## src/rtl/k423_imem_ctrl_pkg.sv

```systemverilog
//------------------------------------------------------------------------------
// Module   : k423_imem_ctrl_pkg
// Brief    : Core-wide widths and instruction-memory controller defaults.
// Revision : 1.0 - initial release
//------------------------------------------------------------------------------
`default_nettype none

package k423_imem_ctrl_pkg;

  localparam int CORE_ADDR_W  = 32;
  localparam int CORE_XLEN    = 32;
  localparam int CORE_FETCH_W = 32;

  localparam logic [CORE_ADDR_W-1:0] IMEM_BASE_ADDR = 32'h8000_0000;
  localparam int                     IMEM_DEPTH     = 4096;
  localparam int                     IMEM_WAIT_MAX  = 15;
  localparam int                     IMEM_CNT_W     = 4;

  // Offset is already (addr - base); wrap-around below base lands far above the span.
  function automatic logic imem_in_range(input logic [CORE_ADDR_W-1:0] off,
                                         input int unsigned            depth);
    logic [CORE_ADDR_W-1:0] span;
    span = CORE_ADDR_W'(depth) << 2;
    return off < span;
  endfunction

endpackage

`default_nettype wire

```

## src/rtl/k423_imem_ctrl_if.sv

```systemverilog
//------------------------------------------------------------------------------
// Module   : k423_imem_ctrl_if
// Brief    : Fetch-unit request/response bundle; names follow the responder view.
// Revision : 1.0 - initial release
//------------------------------------------------------------------------------
`default_nettype none

interface k423_imem_ctrl_if;
  import k423_imem_ctrl_pkg::*;

  logic                    req_vld_i;
  logic                    req_wen_i;
  logic [CORE_ADDR_W-1:0]  req_addr_i;
  logic [CORE_XLEN-1:0]    req_wdata_i;
  logic                    req_rdy_o;
  logic                    rsp_vld_o;
  logic                    rsp_err_o;
  logic [CORE_FETCH_W-1:0] rsp_rdata_o;

  modport slave (
    input  req_vld_i, req_wen_i, req_addr_i, req_wdata_i,
    output req_rdy_o, rsp_vld_o, rsp_err_o, rsp_rdata_o
  );

  modport master (
    output req_vld_i, req_wen_i, req_addr_i, req_wdata_i,
    input  req_rdy_o, rsp_vld_o, rsp_err_o, rsp_rdata_o
  );

endinterface

`default_nettype wire

```

## src/rtl/k423_imem_ctrl.sv

```systemverilog
//------------------------------------------------------------------------------
// Module   : k423_imem_ctrl
// Brief    : Instruction-memory responder driving a 1-cycle single-port SRAM.
// Revision : 1.0 - initial release
//------------------------------------------------------------------------------
`default_nettype none

module k423_imem_ctrl
  import k423_imem_ctrl_pkg::*;
#(
  parameter logic [CORE_ADDR_W-1:0] BASE_ADDR   = IMEM_BASE_ADDR,
  parameter int                     DEPTH       = IMEM_DEPTH,
  parameter int                     WAIT_CYCLES = 0,
  parameter int                     IDX_W       = $clog2(DEPTH)
) (
  input  wire logic                    clk_i,
  input  wire logic                    rst_n_i,
  k423_imem_ctrl_if.slave              bus,
  output logic                         sram_ce_o,
  output logic                         sram_we_o,
  output logic [IDX_W-1:0]             sram_addr_o,
  output logic [CORE_XLEN-1:0]         sram_wdata_o,
  input  wire logic [CORE_FETCH_W-1:0] sram_rdata_i
);

  typedef enum logic [0:0] {
    S_IDLE = 1'b0,
    S_WAIT = 1'b1
  } state_t;

  localparam logic [IMEM_CNT_W-1:0] c_WAIT = IMEM_CNT_W'(WAIT_CYCLES);

  state_t                  r_state;
  state_t                  w_state_nxt;
  logic [IMEM_CNT_W-1:0]   r_cnt;
  logic [IMEM_CNT_W-1:0]   w_cnt_nxt;
  logic                    r_pend;
  logic                    r_pend_wen;
  logic                    r_pend_err;
  logic [CORE_FETCH_W-1:0] r_hold;
  logic [CORE_FETCH_W-1:0] w_rdata;
  logic [CORE_ADDR_W-1:0]  w_off;
  logic                    w_in_range;
  logic                    w_rdy;
  logic                    w_accept;
  logic                    w_rsp;

  assign w_off      = bus.req_addr_i - BASE_ADDR;
  assign w_in_range = imem_in_range(w_off, DEPTH);
  assign w_rdy      = (r_state == S_IDLE);
  assign w_accept   = bus.req_vld_i & w_rdy;
  // A pending request completes on the first cycle the FSM is back in IDLE.
  assign w_rsp      = r_pend & (r_state == S_IDLE);

  always_comb begin
    w_state_nxt = r_state;
    w_cnt_nxt   = r_cnt;
    case (r_state)
      S_IDLE: begin
        if (w_accept && (WAIT_CYCLES != 0)) begin
          w_state_nxt = S_WAIT;
          w_cnt_nxt   = c_WAIT;
        end
      end
      S_WAIT: begin
        w_cnt_nxt = r_cnt - 1'b1;
        if (r_cnt == 1) begin
          w_state_nxt = S_IDLE;
        end
      end
      default: w_state_nxt = S_IDLE;
    endcase
  end

  always_ff @(posedge clk_i) begin
    if (!rst_n_i) begin
      r_state <= S_IDLE;
      r_cnt   <= '0;
    end else begin
      r_state <= w_state_nxt;
      r_cnt   <= w_cnt_nxt;
    end
  end

  always_ff @(posedge clk_i) begin
    if (!rst_n_i) begin
      r_pend     <= 1'b0;
      r_pend_wen <= 1'b0;
      r_pend_err <= 1'b0;
    end else if (w_accept) begin
      r_pend     <= 1'b1;
      r_pend_wen <= bus.req_wen_i;
      r_pend_err <= ~w_in_range;
    end else if (w_rsp) begin
      r_pend     <= 1'b0;
    end
  end

  always_comb begin
    w_rdata = r_hold;
    if (w_rsp) begin
      if (r_pend_err) begin
        w_rdata = '0;
      end else if (!r_pend_wen) begin
        w_rdata = sram_rdata_i;
      end
    end
  end

  // Write acks leave the hold value alone so the fetch stage keeps its instruction.
  always_ff @(posedge clk_i) begin
    if (!rst_n_i) begin
      r_hold <= '0;
    end else if (w_rsp && !r_pend_wen) begin
      r_hold <= w_rdata;
    end
  end

  assign bus.req_rdy_o   = w_rdy;
  assign bus.rsp_vld_o   = w_rsp;
  assign bus.rsp_err_o   = w_rsp & r_pend_err;
  assign bus.rsp_rdata_o = w_rdata;

  assign sram_ce_o    = w_accept & w_in_range;
  assign sram_we_o    = w_accept & bus.req_wen_i & w_in_range;
  assign sram_addr_o  = w_off[IDX_W+1:2];
  assign sram_wdata_o = bus.req_wdata_i;

endmodule

`default_nettype wire

```

## src/flat_wrapper.sv

```systemverilog
// flat-port wrapper written by rule: the top's interface ports become plain ports
module k423_imem_ctrl_flat import k423_imem_ctrl_pkg::*;
#(
  parameter logic [CORE_ADDR_W-1:0] BASE_ADDR   = IMEM_BASE_ADDR,
  parameter int                     DEPTH       = IMEM_DEPTH,
  parameter int                     WAIT_CYCLES = 0,
  parameter int                     IDX_W       = $clog2(DEPTH)
)
  (clk_i, rst_n_i, sram_ce_o, sram_we_o, sram_addr_o, sram_wdata_o, sram_rdata_i, bus_req_vld_i, bus_req_wen_i, bus_req_addr_i, bus_req_wdata_i, bus_req_rdy_o, bus_rsp_vld_o, bus_rsp_err_o, bus_rsp_rdata_o);
  k423_imem_ctrl_if bus_i ();
  input  wire logic clk_i;
  input  wire logic rst_n_i;
  output logic sram_ce_o;
  output logic sram_we_o;
  output logic [IDX_W-1:0] sram_addr_o;
  output logic [CORE_XLEN-1:0] sram_wdata_o;
  input  wire logic [CORE_FETCH_W-1:0] sram_rdata_i;
  input wire logic [$bits(bus_i.req_vld_i)-1:0] bus_req_vld_i;
  input wire logic [$bits(bus_i.req_wen_i)-1:0] bus_req_wen_i;
  input wire logic [$bits(bus_i.req_addr_i)-1:0] bus_req_addr_i;
  input wire logic [$bits(bus_i.req_wdata_i)-1:0] bus_req_wdata_i;
  output wire logic [$bits(bus_i.req_rdy_o)-1:0] bus_req_rdy_o;
  output wire logic [$bits(bus_i.rsp_vld_o)-1:0] bus_rsp_vld_o;
  output wire logic [$bits(bus_i.rsp_err_o)-1:0] bus_rsp_err_o;
  output wire logic [$bits(bus_i.rsp_rdata_o)-1:0] bus_rsp_rdata_o;
  assign bus_i.req_vld_i = bus_req_vld_i;
  assign bus_i.req_wen_i = bus_req_wen_i;
  assign bus_i.req_addr_i = bus_req_addr_i;
  assign bus_i.req_wdata_i = bus_req_wdata_i;
  assign bus_req_rdy_o = bus_i.req_rdy_o;
  assign bus_rsp_vld_o = bus_i.rsp_vld_o;
  assign bus_rsp_err_o = bus_i.rsp_err_o;
  assign bus_rsp_rdata_o = bus_i.rsp_rdata_o;
  k423_imem_ctrl #(.BASE_ADDR(BASE_ADDR), .DEPTH(DEPTH), .WAIT_CYCLES(WAIT_CYCLES), .IDX_W(IDX_W)) u_core (.clk_i(clk_i), .rst_n_i(rst_n_i), .bus(bus_i), .sram_ce_o(sram_ce_o), .sram_we_o(sram_we_o), .sram_addr_o(sram_addr_o), .sram_wdata_o(sram_wdata_o), .sram_rdata_i(sram_rdata_i));
endmodule
```

## config.mk

```make
export PLATFORM = sky130hd
export DESIGN_NAME = k423_imem_ctrl_flat
export DESIGN_NICKNAME = d
export VERILOG_FILES = /design/src/rtl/k423_imem_ctrl_pkg.sv /design/src/rtl/k423_imem_ctrl_if.sv /design/src/rtl/k423_imem_ctrl.sv /design/src/flat_wrapper.sv
export SDC_FILE = /design/constraint.sdc
export NUM_CORES = 1
export LEC_CHECK = 0
export CORE_UTILIZATION = 30
export CTS_CLUSTER_SIZE = 24
export DETAILED_ROUTE_END_ITERATION = 7
export PLACE_DENSITY = 0.75
export SLEW_MARGIN = 0
export SYNTH_ARGS = -nofsm -noshare
export SYNTH_HDL_FRONTEND = slang
export SYNTH_SLANG_ARGS = --single-unit
```

## constraint.sdc

```tcl
create_clock -name clk_i -period 1.4 [get_ports clk_i]
set_clock_uncertainty 0.2 [all_clocks]
set_input_delay 0.14 -clock clk_i [delete_from_list [all_inputs] [get_ports clk_i]]
set_output_delay 0.14 -clock clk_i [all_outputs]
set_load 0.01 [all_outputs]
```

# Yosys cells after proc, flatten, opt, wreduce, memory -nomap -nowiden
# Cells that the tools add are included.
[classes]
reduce_logical = 4
order_cmp = 1
n_bitwise = 8
n_eq_ne = 1
mux = 6
n_addsub = 2
[op_table]
columns = ["op", "count"]
rows = [
  ["$mux 32", 3],
  ["$lt 32x15->1 const B", 1],
  ["$sub 32x32->32 const B", 1],
  ["$and 1x1->1", 6],
  ["$eq 4x1->1 const B", 1],
  ["$sub 4x1->4 const B", 1],
  ["$mux 1", 3],
  ["$not 1->1", 2],
  ["$reduce_and 2->1", 1],
  ["$reduce_bool 2->1", 1],
  ["$logic_and 1x1->1", 1],
  ["$logic_not 1->1", 1],
]
[word_totals]
in_bits = 100
word_cells = 28
output_inout_bits = 81
regBits = 40

# Longest topological paths before layout
[logic_depth]
word_depth = 4
ltp_mapped = 5
depth_no_buf = 5

# Worst setup path before layout
# OpenSTA, ideal clock, no wires.
[synth_path]
kind = "reg-to-output"
from = "register u_core.r_pend"
to = "output bus_rsp_rdata_o[0]"
path_buffers = 2
setup_slack_ns = -0.157
arrival_time_ns = 1.217
path_stages_with_launch = 6
required_time_ns = 1.060
cell_sequence = "dfxtp_1 -> nor2b_1 -> and2_1 -> buf_2 -> buf_2 -> a21oi_2"
[synth_between]
elab_chain_cells = 2
[synth_rtl]
columns = ["element", "line_no", "source"]
rows = [
  ["start, declared", "k423_imem_ctrl.sv:37", "logic r_pend;"],
  ["start signal, assigned", "k423_imem_ctrl.sv:87", "r_pend <= 1'b0;"],
  ["start signal, assigned", "k423_imem_ctrl.sv:91", "r_pend <= 1'b1;"],
  ["start signal, assigned", "k423_imem_ctrl.sv:95", "r_pend <= 1'b0;"],
  ["$and 1x1->1", "k423_imem_ctrl.sv:53", "assign w_rsp = r_pend & (r_state == S_IDLE);"],
  ["named net bus_rsp_vld_o", "flat_wrapper.sv:23", "output wire logic [$bits(bus_i.rsp_vld_o)-1:0] bus_rsp_vld_o;"],
  ["$mux 32", "k423_imem_ctrl.sv:101", "if (w_rsp) begin"],
  ["end, declared", "flat_wrapper.sv:25", "output wire logic [$bits(bus_i.rsp_rdata_o)-1:0] bus_rsp_rdata_o;"],
]
# The timed path passes the listed nets, and every way through them passes these cells.

# Worst setup path in the final report
[layout_path]
from = "register u_core.r_state"
to = "output bus_rsp_rdata_o[1]"
[layout_between]
elab_chain_cells = 3
[layout_rtl]
columns = ["element", "line_no", "source"]
rows = [
  ["start, declared", "k423_imem_ctrl.sv:33", "state_t r_state;"],
  ["start signal, assigned", "k423_imem_ctrl.sv:80", "r_state <= w_state_nxt;"],
  ["$not 1->1", "k423_imem_ctrl.sv:53", ""],
  ["$and 1x1->1", "k423_imem_ctrl.sv:53", ""],
  ["$mux 32", "k423_imem_ctrl.sv:101", ""],
]
# No other way between the ends.

==> results by group <==
Run status
  – Status: finished with violations
  – Failing checks: negative setup slack

Logic synthesis
  – Post-synth EDFFs: 0
  – Mapped Area: ~2600 µm²
  – Top FF cell, synth: dfxtp_1
  – Synth unique cells: 32
  – Post-synthesis register bit count: 40
  – Syn Area/Cell: approximately 8.6 µm²
  – Synth warnings: 0
  – Post-synthesis sequential area ratio: 0.3098
  – Post-synthesis net count: approximately 400
  – Synth Instances: between 300 and 400
  – Synth async-reset ratio: 0

Timing
  – Final setup viols: approximately 70
  – Worst Tran Pin Value: 297.7 ps
  – RSZ-0062 raised after global routing: true
  – Period minus WS final: 1967 ps
  – Pins over their slew limit: 0
  – Relative slew slack: 0.8007
  – Fmax: 0.5083 GHz
  – Tcrit/Tclk final: 1.405
  – Hold slack: approximately 80 ps
  – Final Hold Violating Endpoints: 0
  – Final WS setup: -567.4 ps

Finish
  – Area Overhead vs Synth: 43.61%
  – Register area: 807.0 µm²
  – Fillers: roughly 800
  – Multi-input logic area: 1436 µm²
  – Non-Filler Instances: between 400 and 500
  – Commonest non-fill, non-tap cell in the layout: clkdlybuf4s50_1
  – Diode count: 0
  – Final net count: approximately 480
  – Layout cells sized above 1: 0.5066
  – Commonest cells after routing, fill and taps aside: clkdlybuf4s50_1, nand2_1, nand2_2

Power
  – Leakage: about 1.5 nW
  – Sw Ratio: 0.2701
  – Psw: just over 0.0007 W
  – Gate power share: 0.260
  – Internal power: roughly 0.002 W
  – Share of total power in sequential cells: 0.447
  – Pwr Density: slightly above 700 nW/µm²
  – Clock power frac: 0.293
  – Worst ir drop on vdd: between 0.0004 and 0.0005 V

Clock network
  – Clock tree sinks: 40
  – TritonCTS clock tree: done
  – Hold_buf cts: 0
  – Longest Clk Path Bufs: 2
  – CTS Root Cell: clkbuf_8
  – CTS clk-pin slew, worst paths: ~70 ps
  – CTS Buf Count: 5
  – Clk_lat worst skew: ~290 ps
  – H-Tree Depth: 2

Die
  – Die extent in x: 94.83 µm
  – Die Area: between 8000 and 9000 µm²
  – IO Pins: 181
  – Die height: between 90 and 100 µm
  – Core area: 8258 µm²
  – Initial Utilization: 0.3130
  – Rows: 33

Critical path
  – Setup CP Type: register to primary output
  – Crit path max fanout: 7
  – Critical path arrival: around 1600 ps
  – Reg2reg end: u_core.r_hold[9]
  – Flop-to-flop setup slack: -410 ps
  – Reg2Reg Launch Point: u_core.r_state
  – Worst Setup End Kind: primary output
  – Required @ worst endpoint: approximately 1100 ps
  – CP Launch Type: register
  – R2r worst-path depth: 8

Route
  – 1st-pass router iterations: 3
  – Per-cell routed wire length: 13.52 µm
  – DRT iter0 DRCs: 33
  – Remaining antenna violation count: 0
  – Via Count: between 2,000 and 2,500
  – Routed vias/inst: about 4.5
  – # DRC: 0
  – Routed WL: 6517 µm

Place
  – Dpl ws: -766.9 ps
  – Hpwl dp: around 4100 µm
  – Post-Place Cells: 455
  – GPL Wtd Cong: between 0.6 and 0.7
  – Port Buf Inserts: 90

Global routing
  – Pin count of the biggest net entering global routing: 23
  – Vias in the first global route: about 2,100
  – Global-route wire length before repair: approximately 9600 µm
  – Initial antenna violation count: 0
  – Grt ovf: 0
  – Global Route Usage Sum: 0.1381

Worst hold path
  – Hold Crit Depth: 0
  – Hold path start: bus_req_addr_i[6]
  – Min-Delay Path Class: input pin to primary output
  – Worst Hold Path EP: sram_addr_o[4]

Job
  – Max cap viols: 0
## worst max path at each step
| stage | start | endpoint | slack (ps) | cells past startpoint |
|---|---|---|---|---|
| after floorplan | u_core.r_state | bus_rsp_rdata_o[0] | -70 | 5 |
| after global placement | bus_req_addr_i[24] | sram_we_o | -700 | 5 |
| after detailed placement | bus_req_addr_i[24] | sram_we_o | -770 | 5 |
| after CTS | u_core.r_pend_wen | bus_rsp_rdata_o[8] | -620 | 5 |
| after global routing | u_core.r_state | sram_we_o | -660 | 7 |
| final | u_core.r_state | bus_rsp_rdata_o[1] | -570 | 8 |
## Yosys cell counts (2+ instances only)
master     n  area, µm²
xor2_1     2      17.52
buf_2      5      25.02
nor4_1     3      18.77
nand2_2   20      125.1
a21oi_2   30      262.8
buf_4     44      330.3
a21oi_1    3      15.01
nor2b_1    2      12.51
inv_1      4      15.01
buf_6      9      101.4
and2_1     5      31.28
nor2_1     3      11.26
nand2_4   10      112.6
dfxtp_1   40      800.8
clkbuf_1   4      15.01
a21boi_1  32      240.2
ha_1       2      25.02
nand2_1   70      262.8
## sequential cells by signal (all words and copies together) (netlist names)
name / flops
u_core.r_pend_wen: 1
u_core.r_cnt: 4
u_core.r_pend: 1
u_core.r_state: 1
u_core.r_hold: 32
u_core.r_pend_err: 1
## cell type report
class	instances	share of cell area
inverter	4	0.004044
sequential	40	0.2174
timing repair buffer	130	0.3313
multi-input combinational	195	0.3869
clock inverter	2	0.002696
tap	105	0.03539
clock buffer	6	0.02224
## metrics by stage
| step | cell area (µm²) | TNS (ps) | utilization | total power [W] |
|---|---|---|---|---|
| 2_1_floorplan | 2609 | -3080 | - | 0.001664 |
| 6_report | 3712 | -30420 | 0.4495 | 0.002686 |
| 5_1_grt | 3712 | -35990 | 0.4495 | 0.002819 |
| 3_5_place_dp | 3344 | -29730 | 0.4050 | 0.001870 |
| 3_3_place_gp | 3344 | -27860 | 0.4050 | 0.001861 |
| 4_1_cts | 3551 | -26650 | 0.4300 | 0.002686 |
## critical path, cell delays in order (launching register included)
cell and delay [ps]:
dfxtp_4 350, buf_6 120, nor3b_4 180, buf_6 150, buf_8 130, buf_6 90
nand2_2 40, a21oi_2 120, buf_2 140
## power by group through the flow
stage	Combinational, W	Sequential (W)	Clock [W]
3_5_place_dp	0.000642	0.00123	0
4_1_cts	0.000656	0.00120	0.000830
5_1_grt	0.000752	0.00120	0.000864
2_1_floorplan	0.000437	0.00123	0
3_3_place_gp	0.000636	0.00123	0
6_report	0.000698	0.00120	0.000788
## metal layers
layer | track usage | vias up | share of wire
li1 | - | 1088 | -
met3 | 0.03140 | 20 | 0.048
met2 | 0.2452 | 54 | 0.52
met1 | 0.1611 | 1007 | 0.42
met4 | 0.04924 | 0 | 0.016
met5 | 0 | - | 0
## logic make-up after synthesis
kind of cell    count (synthesis)  share of synthesized area
buf+inv                        67                     0.1960
flops                          40                     0.3098
fa+ha+maj                       2                   0.009679
xor+xnor                        3                    0.01017
compound gates                 68                     0.2115
simple gates                  121                     0.2590
mux                             1                   0.003872
## what timing repair did
item                                    in CTS  in global routing
cloned                                       5                  4
setup buffers                                9                  6
pin swaps                                   40                 28
endpoints found under the setup margin      71                 72
resized for setup                          157                 72
Note: power is estimated with default switching activity, not from simulation.
